### src/rtl/mpic_pkg.sv
// Shared constants and FSM state type for the mpic dispatch initiator.
package mpic_pkg;

   localparam int unsigned MPIC_NUM_IRQ  = 5;
   localparam int unsigned MPIC_DATA_W   = 16;
   localparam logic [31:0] MPIC_PIC_ADDR = 32'h0000_0000;

   typedef enum logic [2:0] {
      IDLE,
      RD,
      PICK,
      OFFER,
      WR,
      HOLD
   } mpic_state_e;

endpackage

### src/rtl/mpic_prio_enc.sv
// Lowest-set-bit priority encoder: bit 0 wins; any_o flags a non-empty request.
module mpic_prio_enc
   import mpic_pkg::*;
#(
   parameter int unsigned NUM_IRQ = MPIC_NUM_IRQ
) (
   input  logic [NUM_IRQ-1:0] req_i,
   output logic [3:0]         idx_o,
   output logic               any_o
);

   always_comb begin
      idx_o = '0;
      any_o = 1'b0;
      for (int unsigned i = 0; i < NUM_IRQ; i++) begin
         if (req_i[i] && !any_o) begin
            idx_o = i[3:0];
            any_o = 1'b1;
         end
      end
   end

endmodule

### src/rtl/mpic_dispatch_wbm.sv
// Wishbone initiator: reads mpic pending, offers the top-priority vector, writes a one-hot clear.
// Optional bus timeout with sticky err_o when MPIC_DISPATCH_TIMEOUT_EN is defined.
module mpic_dispatch_wbm
   import mpic_pkg::*;
#(
   parameter int unsigned           ADDR_WIDTH = 32,
   parameter logic [ADDR_WIDTH-1:0] PIC_ADDR   = ADDR_WIDTH'(MPIC_PIC_ADDR),
   parameter int unsigned           NUM_IRQ    = MPIC_NUM_IRQ,
   parameter int unsigned           HOLDOFF    = 2,
   parameter int unsigned           TIMEOUT    = 15
) (
   input  logic                   clk_i,
   input  logic                   rst_i,
   input  logic                   irq_i,
   output logic [ADDR_WIDTH-1:0]  wb_adr_o,
   output logic [MPIC_DATA_W-1:0] wb_dat_o,
   input  logic [MPIC_DATA_W-1:0] wb_dat_i,
   output logic [1:0]             wb_sel_o,
   output logic                   wb_we_o,
   output logic                   wb_cyc_o,
   output logic                   wb_stb_o,
   input  logic                   wb_ack_i,
   output logic                   vec_valid_o,
   output logic [3:0]             vec_o,
   input  logic                   vec_ready_i,
   output logic                   err_o
);

   // One counter serves both the holdoff wait and the bus timeout.
   localparam int unsigned CMAX = (HOLDOFF > TIMEOUT) ? HOLDOFF : TIMEOUT;
   localparam int unsigned CW   = $clog2(CMAX + 2);

   mpic_state_e            state_q;
   logic [NUM_IRQ-1:0]     pend_q;
   logic [3:0]             vec_q;
   logic                   vv_q;
   logic                   cyc_q, stb_q, we_q;
   logic [1:0]             sel_q;
   logic [MPIC_DATA_W-1:0] dat_q;
   logic [ADDR_WIDTH-1:0]  adr_q;
   logic [CW-1:0]          cnt_q;
   logic [3:0]             pick_idx;
   logic                   pick_any;

   mpic_prio_enc #(.NUM_IRQ(NUM_IRQ)) u_enc (
      .req_i (pend_q),
      .idx_o (pick_idx),
      .any_o (pick_any)
   );

   if (NUM_IRQ < MPIC_DATA_W) begin : g_hi
      logic unused_hi;
      assign unused_hi = ^wb_dat_i[MPIC_DATA_W-1:NUM_IRQ];
   end

`ifdef MPIC_DISPATCH_TIMEOUT_EN
   logic err_q;
   logic to_hit;
   assign to_hit = (32'(cnt_q) + 32'd1) >= TIMEOUT;
   assign err_o  = err_q;
`else
   assign err_o  = 1'b0;
`endif

   always_ff @(posedge clk_i) begin
      if (rst_i) begin
         state_q <= IDLE;
         pend_q  <= '0;
         vec_q   <= '0;
         vv_q    <= 1'b0;
         cyc_q   <= 1'b0;
         stb_q   <= 1'b0;
         we_q    <= 1'b0;
         sel_q   <= '0;
         dat_q   <= '0;
         adr_q   <= '0;
         cnt_q   <= '0;
`ifdef MPIC_DISPATCH_TIMEOUT_EN
         err_q   <= 1'b0;
`endif
      end else begin
         adr_q <= PIC_ADDR;
         case (state_q)
            IDLE: begin
               if (irq_i) begin
                  state_q <= RD;
                  cyc_q   <= 1'b1;
                  stb_q   <= 1'b1;
                  we_q    <= 1'b0;
                  sel_q   <= 2'b11;
                  cnt_q   <= '0;
               end
            end
            RD: begin
               if (wb_ack_i) begin
                  pend_q  <= wb_dat_i[NUM_IRQ-1:0];
                  cyc_q   <= 1'b0;
                  stb_q   <= 1'b0;
                  sel_q   <= '0;
                  cnt_q   <= '0;
                  state_q <= (|wb_dat_i[NUM_IRQ-1:0]) ? PICK : HOLD;
               end
`ifdef MPIC_DISPATCH_TIMEOUT_EN
               else if (to_hit) begin
                  cyc_q   <= 1'b0;
                  stb_q   <= 1'b0;
                  sel_q   <= '0;
                  cnt_q   <= '0;
                  err_q   <= 1'b1;
                  state_q <= HOLD;
               end else begin
                  cnt_q   <= cnt_q + CW'(1);
               end
`endif
            end
            PICK: begin
               vec_q   <= pick_idx;
               vv_q    <= pick_any;
               state_q <= pick_any ? OFFER : HOLD;
            end
            OFFER: begin
               if (vec_ready_i) begin
                  vv_q    <= 1'b0;
                  cyc_q   <= 1'b1;
                  stb_q   <= 1'b1;
                  we_q    <= 1'b1;
                  sel_q   <= 2'b11;
                  dat_q   <= MPIC_DATA_W'(1) << vec_q;
                  cnt_q   <= '0;
                  state_q <= WR;
               end
            end
            WR: begin
               if (wb_ack_i) begin
                  cyc_q   <= 1'b0;
                  stb_q   <= 1'b0;
                  we_q    <= 1'b0;
                  sel_q   <= '0;
                  dat_q   <= '0;
                  cnt_q   <= '0;
                  state_q <= HOLD;
               end
`ifdef MPIC_DISPATCH_TIMEOUT_EN
               else if (to_hit) begin
                  cyc_q   <= 1'b0;
                  stb_q   <= 1'b0;
                  we_q    <= 1'b0;
                  sel_q   <= '0;
                  dat_q   <= '0;
                  cnt_q   <= '0;
                  err_q   <= 1'b1;
                  state_q <= HOLD;
               end else begin
                  cnt_q   <= cnt_q + CW'(1);
               end
`endif
            end
            HOLD: begin
               if ((32'(cnt_q) + 32'd1) >= HOLDOFF) state_q <= IDLE;
               else                                 cnt_q   <= cnt_q + CW'(1);
            end
            default: state_q <= IDLE;
         endcase
      end
   end

   assign wb_adr_o    = adr_q;
   assign wb_dat_o    = dat_q;
   assign wb_sel_o    = sel_q;
   assign wb_we_o     = we_q;
   assign wb_cyc_o    = cyc_q;
   assign wb_stb_o    = stb_q;
   assign vec_valid_o = vv_q;
   assign vec_o       = vec_q;

endmodule

### config.mk
export PLATFORM = sky130hd
export DESIGN_NAME = mpic_dispatch_wbm
export DESIGN_NICKNAME = d
export VERILOG_FILES = /design/src/rtl/mpic_pkg.sv /design/src/rtl/mpic_prio_enc.sv /design/src/rtl/mpic_dispatch_wbm.sv
export SDC_FILE = /design/constraint.sdc
export NUM_CORES = 1
export LEC_CHECK = 0
export CORE_ASPECT_RATIO = 0.75
export CORE_MARGIN = 5
export CORE_UTILIZATION = 31
export DETAILED_ROUTE_END_ITERATION = 6
export DONT_BUFFER_PORTS = 1
export SLEW_MARGIN = 20
export SYNTH_ARGS = -nofsm -noshare
export SYNTH_HDL_FRONTEND = slang
export SYNTH_SLANG_ARGS = --single-unit
### constraint.sdc
create_clock -name clk_i -period 2.1 [get_ports clk_i]
set_input_delay 0.21 -clock clk_i [delete_from_list [all_inputs] [get_ports clk_i]]
set_output_delay 0.21 -clock clk_i [all_outputs]
set_load 0.1 [all_outputs]
Word-level counts from Yosys, hierarchy flattened
Index checks and enable logic that the tools add are counted.
{"block": "op_classes", "n_addsub": 2, "n_lt_le_gt_ge": 1, "eq_ne": 12, "shifts": 1, "muxes": 37, "n_reduce_logical": 23}
{"cell": "$mux 16", "count": 2}
{"cell": "$pmux 16 s2", "count": 1}
{"cell": "$mux 3", "count": 8}
{"cell": "$mux 5", "count": 4}
{"cell": "$pmux 5 s4", "count": 1}
{"cell": "$pmux 3 s6", "count": 1}
{"cell": "$shl 1x4->16 const A", "count": 1}
{"cell": "$ne 2x2->1 const B", "count": 6}
{"cell": "$mux 1", "count": 11}
{"cell": "$mux 2", "count": 5}
{"cell": "$reduce_and 5->1", "count": 2}
{"cell": "$reduce_and 4->1", "count": 2}
{"cell": "$add 5x1->6 const B", "count": 1}
{"cell": "$eq 3x2->1 const B", "count": 2}
{"cell": "$eq 3x3->1 const B", "count": 2}
{"cell": "$ge 6x2->1 const B", "count": 1}
{"cell": "$pmux 1 s3", "count": 2}
{"cell": "$pmux 2 s3", "count": 1}
{"cell": "$reduce_bool 3->1", "count": 2}
{"cell": "$add 5x1->5 const B", "count": 1}
{"cell": "$reduce_or 5->1", "count": 1}
{"cell": "$logic_and 1x1->1", "count": 4}
{"cell": "$logic_not 1->1", "count": 4}
{"cell": "$reduce_and 2->1", "count": 2}
{"cell": "other kinds (8)", "count": 9}
{"block": "totals", "ff_bits": 38, "in_bits": 21}

Logic depth before layout (Yosys ltp)
Gate-level depths: netlist of run 1.
{"block": "depth", "depth_word": 15, "ltp_mapped": 7}

By module
From an unflattened synthesis of run 1, not the netlist that was laid out.
{"block": "unflattened", "hier_cells": 219, "area_unflattened_um2": 1911.8}
{"mod": "mpic_dispatch_wbm", "n_inst": 1, "cells_each": 209, "area_each_um2": 1851.8}
{"mod": "mpic_prio_enc", "n_inst": 1, "cells_each": 10, "area_each_um2": 60.1}

Worst setup path after synthesis of run 1
Ideal clock, no wire load.
{"block": "synth_path", "path_type": "reg2reg", "startpoint": "reg cnt_q[0]", "endpoint": "reg cnt_q[0]", "arrival_ns": 1.499, "setup_slack_ns": 0.454, "path_stages_with_launch": 6, "cell_sequence": "dfxtp_1 > ha_1 > xor2_1 > nor4b_1 > a311o_1 > a311oi_2"}
{"block": "synth_via", "elab_chain_cells": 4, "elab_cells_between_ends": 7, "classes_between": "2 x add/sub; 1 x order compare; 1 x eq/ne; 2 x mux; 1 x reduce/logical"}
{"element": "from (decl)", "line": "mpic_dispatch_wbm.sv:41", "text": "logic [CW-1:0] cnt_q;"}
{"element": "from (signal assigned)", "line": "mpic_dispatch_wbm.sv:160", "text": "else cnt_q <= cnt_q + CW'(1);"}
{"element": "$add 5x1->6", "line": "mpic_dispatch_wbm.sv:159", "text": "if ((32'(cnt_q) + 32'd1) >= HOLDOFF) state_q <= IDLE;"}
{"element": "$ge 6x2->1", "line": "mpic_dispatch_wbm.sv:159"}
{"element": "$ne 2x2->1 (no line)"}
{"element": "$reduce_and 5->1 (no line)"}
Parallel ways exist; a longest one is shown, timed or not. The select of a mux whose other input is x is not followed.
A chain may end at the register's enable or synchronous reset.

Worst setup path in the final report of run 1
{"block": "layout_path", "startpoint": "reg state_q[0]", "endpoint": "reg state_q[1]"}
{"block": "layout_via", "elab_chain_cells": 3, "elab_cells_between_ends": 13, "classes_between": "10 x eq/ne; 1 x mux; 2 x reduce/logical"}
{"element": "from (decl)", "line": "mpic_dispatch_wbm.sv:33", "text": "mpic_state_e state_q;"}
{"element": "from (signal assigned)", "line": "mpic_dispatch_wbm.sv:101", "text": "state_q <= (|wb_dat_i[NUM_IRQ-1:0]) ? PICK : HOLD;"}
{"element": "from (signal assigned)", "line": "mpic_dispatch_wbm.sv:119", "text": "state_q <= pick_any ? OFFER : HOLD;"}
{"element": "$eq 3x3->1, or another cell as far along", "line": "mpic_dispatch_wbm.sv:83", "text": "case (state_q)"}
{"element": "$ne 2x2->1 (no line)"}
{"element": "$reduce_and 5->1 (no line)"}
Parallel ways exist; a longest one is shown, timed or not.

==> results of run 1 <==
## flip-flops by register name, summed over array words and instances, names as in the netlist
name and count:
cnt_q 5, pend_q 5, state_q 3, vec_o 3
vec_valid_o 1, wb_dat_o 8, wb_sel_o 1, wb_we_o 1
## metal layers
| layer | GRT usage, % | vias to the layer above | routed length, um |
|---|---|---|---|
| met2 | 11.2 | 51 | 1300 |
| met4 | 1.92 | 0 | 0 |
| met3 | 3.58 | 0 | 306 |
| li1 | - | 638 | - |
| met1 | 14.2 | 555 | 1680 |
| met5 | 0 | - | 0 |
## final timing paths
check | startpoint | end | slack, ns | cells past startpoint
setup reg to reg | state_q[0] | state_q[1] | 0.17 | 4
hold / removal | rst_i | state_q[2] | 0.06 | 2
setup / recovery | state_q[0] | state_q[1] | 0.17 | 4
hold reg to reg | wb_we_o | wb_we_o | 0.49 | 2
## repair_timing
item                                   CTS  global route
hold buffers                             1             0
setup buffers                            0             0
endpoints found under the hold margin   23             0
## power breakdown
group          switching [W]  internal [W]
clock network       0.000158      0.000133
logic               0.000891      0.000230
registers          0.0000954      0.000569
## kinds of logic (layout without fill, tap and decap cells)
| group | count (synthesis) | count (layout) | synth area share [%] |
|---|---|---|---|
| other cells | 1 | 42 | 0.224 |
| buf+inv | 57 | 26 | 23.4 |
| xor+xnor | 1 | 1 | 0.524 |
| mux | 6 | 6 | 3.59 |
| flops | 27 | 27 | 32.3 |
| fa+ha+maj | 2 | 2 | 1.50 |
| simple gates | 60 | 60 | 20.0 |
| compound gates | 45 | 45 | 18.5 |
## through the flow
stage	utilization, %	worst slack, ns	cell area, um^2	power, W	hold WS, ns
final	32.9	0.167	1740	0.00208	0.0604
after CTS	32.9	0.194	1740	0.00209	0.0466
after global routing	32.9	0.0342	1740	0.00218	0.0523
after floorplan	-	0.454	1830	0.00174	0.349
after detailed placement	31.9	0.240	1690	0.00178	0.282
after global placement	31.9	0.230	1690	0.00178	0.279
## area by class of cell
| cell class | count | area [um^2] |
|---|---|---|
| Fill cell | 573 | 3550 |
| Inverter | 4 | 15.0 |
| Timing Repair Buffer | 18 | 150 |
| Multi-Input combinational cell | 156 | 895 |
| Clock buffer | 3 | 41.3 |
| Sequential cell | 27 | 544 |
| Tap cell | 75 | 93.8 |
| Clock inverter | 1 | 5.00 |
## worst max-delay path, delay by kind of cell, from the launching register on
kind               cells  cell delay, ns
DFF                    1            0.66
muxes                  1            0.15
and+or+nand+nor        1            0.49
AOI/OAI and AO/OA      2            0.54
## layout by cell type (no fill, tap or decap), types with 2 or more instances in the layout
cell type	netlist	final
a21o_1	2	2
conb_1	1	42
o21ai_0	5	5
a32oi_1	3	3
ha_1	2	2
and4b_1	3	3
nand2b_1	5	5
a31oi_1	3	3
a22oi_1	6	6
a221oi_1	2	2
nor4_1	2	2
a21oi_1	14	14
buf_4	45	16
inv_1	4	4
nor2b_1	4	4
and2_1	2	2
nor2_1	25	25
or4_1	2	2
dfxtp_1	27	26
nor4b_1	2	2
clkbuf_8	0	3
mux2i_1	6	6
nand2_1	5	5
==> results.md, run 1 <==
* Status: complete, no violations
* Most numerous cell in the Yosys netlist: buf_4
* CTS buffer count at 3
* Crit path launch type: register
* CP arrival at 2.13 ns
* Yosys warning count at 0
* Final wirelength at 3290 um
* Post-Syn Area per Cell at 8.41 um^2
* Ant diodes at 0
* Initial detailed-routing violation count at 70
* Final Hold Viols at 0
* IO Port Bufs at 0
* Cell Area, Synth at 1670 um^2
* Tot GR Track Use at 9.06%
* # setup viols final at 0
* Yosys top cell area share at 32.3%
* Fin crit share at 92.1%
* F_max at 0.517 GHz
* Max-slew headroom at 38.3%
* Area grow syn2layout at 4.26%
* Yosys cell types at 47
* Final Max Tran Viols at 0
* Initial Utilization at 31.6%
* Number of synthesized flops with an enable pin at 0
* Crit. End Element: register
* Drt wl/cell at 11.6 um
* CP Class: reg -> reg
* Max FO, Critical Path at 17
* Ports at 80
* # DRC at 0
* Longest Clk Path Bufs at 2
* First-pass GRT wire length at 5000 um
* Post-synth top flop: dfxtp_1
* Sum Neg Setup Slack at 0 ns
* Hold Crit Class: in -> reg
* Layout cells sized above 1 at 12.0%
* Vias in the first global route at 993
* Cells after Synth at 199
* Clock slew at reported path FFs at 0.09 ns
* VDD IR max at 0.384 mV
* Detailed-router iteration count before antenna repair at 4
* Post-CTS sizing at 0
* Leak at 0.715 nW
* Post-DRT Antenna Nets at 0
* Post-synthesis sequential area ratio at 32.3%
* # rows at 23
* Avg Vias per Cell at 4.38
* Clock sinks at 27
* Worst Skew at 0.00776 ns
* Die area at 6980 um^2
* Placeable Area at 5300 um^2
* DP Wirelength at 2500 um
* DIE HEIGHT at 73.6 um
* Die W at 94.8 um
* Placed Instances at 279
* Final Critical Period at 1.93 ns
* Crit path largest cell delay at 0.66 ns
* Max stage delay cell, worst path: dfxtp_1
* RSZ-0062 raised after global routing: false
* Largest net degree at the start of global routing at 24
* Final non-filler cell total at 284
* CTS H-Tree Depth at 1
* # Max-Cap Violations at 0
* Root Buffer: clkbuf_8
* Worst EP required at 2.29 ns
* Flops & latches, synth at 27
* NumNets Final at 233
* Synth cell count leaders: buf_4, dfxtp_1, nor2_1
* Top cells by area, synth: dfxtp_1, buf_4, nor2_1
* Worst-Skew Late Latency at 0.27 ns
* Largest area contributor in the netlist: dfxtp_1
* Initial antenna violation count at 0
* Via count at 1244
* GP Congestion at 0.782
* Async S/R FF share, synth at 0%
* Grt ovf at 0
* Cell Chain, Critical Path: mux2i_1, a221o_1, or4_1, a21oi_1
* Power density over the cells at 1190 nW/um^2
* Worst-margin pin slew at 0.923 ns
* CTS tree: yes
Note: power is estimated with default switching activity, not from simulation.
==> run 2, diff against run 1 <==
--- a/config.mk
+++ b/config.mk
@@ -7,9 +7,11 @@
 export LEC_CHECK = 0
 export CORE_ASPECT_RATIO = 0.75
 export CORE_MARGIN = 5
-export CORE_UTILIZATION = 31
+export CORE_UTILIZATION = 62
 export DETAILED_ROUTE_END_ITERATION = 6
 export DONT_BUFFER_PORTS = 1
+export GPL_ROUTABILITY_DRIVEN = 0
+export PLACE_DENSITY = 0.79
 export SLEW_MARGIN = 20
 export SYNTH_ARGS = -nofsm -noshare
 export SYNTH_HDL_FRONTEND = slang
==> results.md, run 2 (synthesis results as in run 1) <==
* Status: complete, no violations
* CTS buffer count at 3 (unchanged)
* Max FO, Critical Path at 17 (unchanged)
* CTS tree: yes
* # rows at 16 (-30%)
* DIE HEIGHT at 55.0 um (-25%)
* Vias in the first global route at 1226 (+23%)
* Crit path launch type: register
* Via count at 1350 (+8.5%)
* Die area at 3850 um^2 (-45%)
* Tot GR Track Use at 17.7% (+8.7 points)
* Max stage delay cell, worst path: dfxtp_1
* Final Max Tran Viols at 0 (unchanged)
* Die W at 70.0 um (-26%)
* Max FFs per register at 8 (unchanged)
* Root Buffer: clkbuf_4
* Worst Skew at 0.00232 ns (-0.00544 ns)
* DP Wirelength at 2600 um (+3.8%)
* Layout cells sized above 1 at 12.8% (+0.83 points)
* IO Port Bufs at 0 (unchanged)
* # DRC at 0 (unchanged)
* Grt ovf at 0 (unchanged)
* Fin crit share at 92.0% (-0.10 points)
* WHS at 0.0167 ns (-0.0438 ns)
* NumNets Final at 235 (+0.86%)
* CP arrival at 2.20 ns (+0.07 ns)
* Hold Crit Class: in -> reg
* # setup viols final at 0 (unchanged)
* Ports at 80 (unchanged)
* Clock slew at reported path FFs at 0.15 ns (+0.06 ns)
* # Max-Cap Violations at 0 (unchanged)
* Power density over the cells at 1200 nW/um^2 (+0.65%)
* Most frequent cells in the layout: conb_1, dfxtp_1, nor2_1, buf_4, a21oi_1
* CTS H-Tree Depth at 1 (unchanged)
* Placed Instances at 241 (-14%)
* Fin util at 65.4% (+32 points)
* Sum Neg Setup Slack at 0 ns (unchanged)
* F_max at 0.518 GHz (+0.11%)
* Max-slew headroom at 39.2% (+0.88 points)
* Final wirelength at 3420 um (+4.0%)
* Largest net degree at the start of global routing at 24 (unchanged)
* Final Critical Period at 1.93 ns (-0.00211 ns)
* R2R setup slack at 0.17 ns (about the same)
* CP Buf/Inv Count at 0 (unchanged)
* Setup bufs post-CTS at 0 (unchanged)
* Area grow syn2layout at 1.72%
* Leading cell type in the layout, fill and taps excluded: conb_1
* Worst EP required at 2.37 ns (+0.08 ns)
* Clock sinks at 27 (unchanged)
* Ant diodes at 0 (unchanged)
* Final Hold Viols at 0 (unchanged)
* Initial antenna violation count at 0 (unchanged)
* Longest Clk Path Bufs at 2 (unchanged)
* CP Class: reg -> reg
* First-pass GRT wire length at 5490 um (+9.8%)
* Avg Vias per Cell at 5.47 (+25%)
* Largest delay share family, worst path: flip-flops
* VDD IR max at 0.679 mV (+77%)
* Crit. End Element: register
* Leak at 0.719 nW (+0.58%)
* Final non-filler cell total at 247 (-13%)
* Cell Chain, Critical Path: mux2i_1, a221o_1, or4_1, a21oi_1
* Worst-margin pin slew at 0.910 ns (-0.0132 ns)
* Drt wl/cell at 13.8 um (+20%)
* Initial detailed-routing violation count at 106 (+51%)
* Detailed-router iteration count before antenna repair at 4 (unchanged)
* Worst-Skew Late Latency at 0.33 ns (+0.06 ns)
* RSZ-0062 raised after global routing: false
* Fin worst setup slack at 0.169 ns (+0.00211 ns)
* Crit path largest cell delay at 0.67 ns (about the same)
* Pre-CTS WS at 0.238 ns (-0.00170 ns)
* Post-DRT Antenna Nets at 0 (unchanged)
* Placeable Area at 2600 um^2 (-51%)
* Initial Utilization at 64.3% (+33 points)
## run 2: cell types whose count changed in the layout (fill, tap and decap cells not counted)
cell,before,now
buf_4,16,17
clkbuf_4,0,3
clkbuf_8,3,0
clkinv_2,1,0
dlygate4sd3_1,1,2
inv_4,0,1
nor4b_1,2,1
nor4b_2,0,1
## run 2: final cells by class
class	count	area [um^2]
Tap cell	36	45.0
Multi-Input combinational cell	156	901
Timing Repair Buffer	20	168
Clock buffer	3	22.5
Fill cell	227	901
Inverter	4	15.0
Clock inverter	1	6.26
Sequential cell	27	544
## run 2: worst paths after layout
check,startpoint,depth (start not counted),to
worst max-delay path,state_q[0],4,state_q[1]
worst min-delay path,wb_dat_i[0],2,pend_q[0]
worst max register to register,state_q[0],4,state_q[1]
worst min register to register,pend_q[4],2,vec_o[2]
## run 2: power by group
group          total [W]  leakage (nW)  internal (W)  switching, W
logic            0.00114         0.481      0.000239      0.000898
registers       0.000668         0.219      0.000569     0.0000984
clock network   0.000234        0.0183     0.0000745      0.000159
total            0.00204         0.719      0.000883       0.00116
## run 2: per-stage QoR
step | total power [W] | area, um^2
after global placement | 0.00176 | 1650
after floorplan | 0.00174 | 1830
final | 0.00204 | 1700
after CTS | 0.00203 | 1700
after global routing | 0.00213 | 1700
after detailed placement | 0.00179 | 1650
## run 2: layer usage
layer,global-route usage (%),part of all wire (%),vias to the layer above
met5,0,0,-
met4,1.91,0.26,0
met3,5.96,13,2
met2,33.1,44,90
met1,21.0,43,619
li1,-,-,639
## run 2: worst reg2reg max path, stage by stage, from the launching register on
cell,delay (ns)
dfxtp_1,0.67
mux2i_1,0.15
a221o_1,0.41
or4_1,0.50
a21oi_1,0.15
## run 2: timing repair
item / CTS / global route
hold endpoints to repair: 23 / 0
hold buffers: 2 / 0
endpoints found under the setup margin: 0 / 3
gates resized for setup: 0 / 1
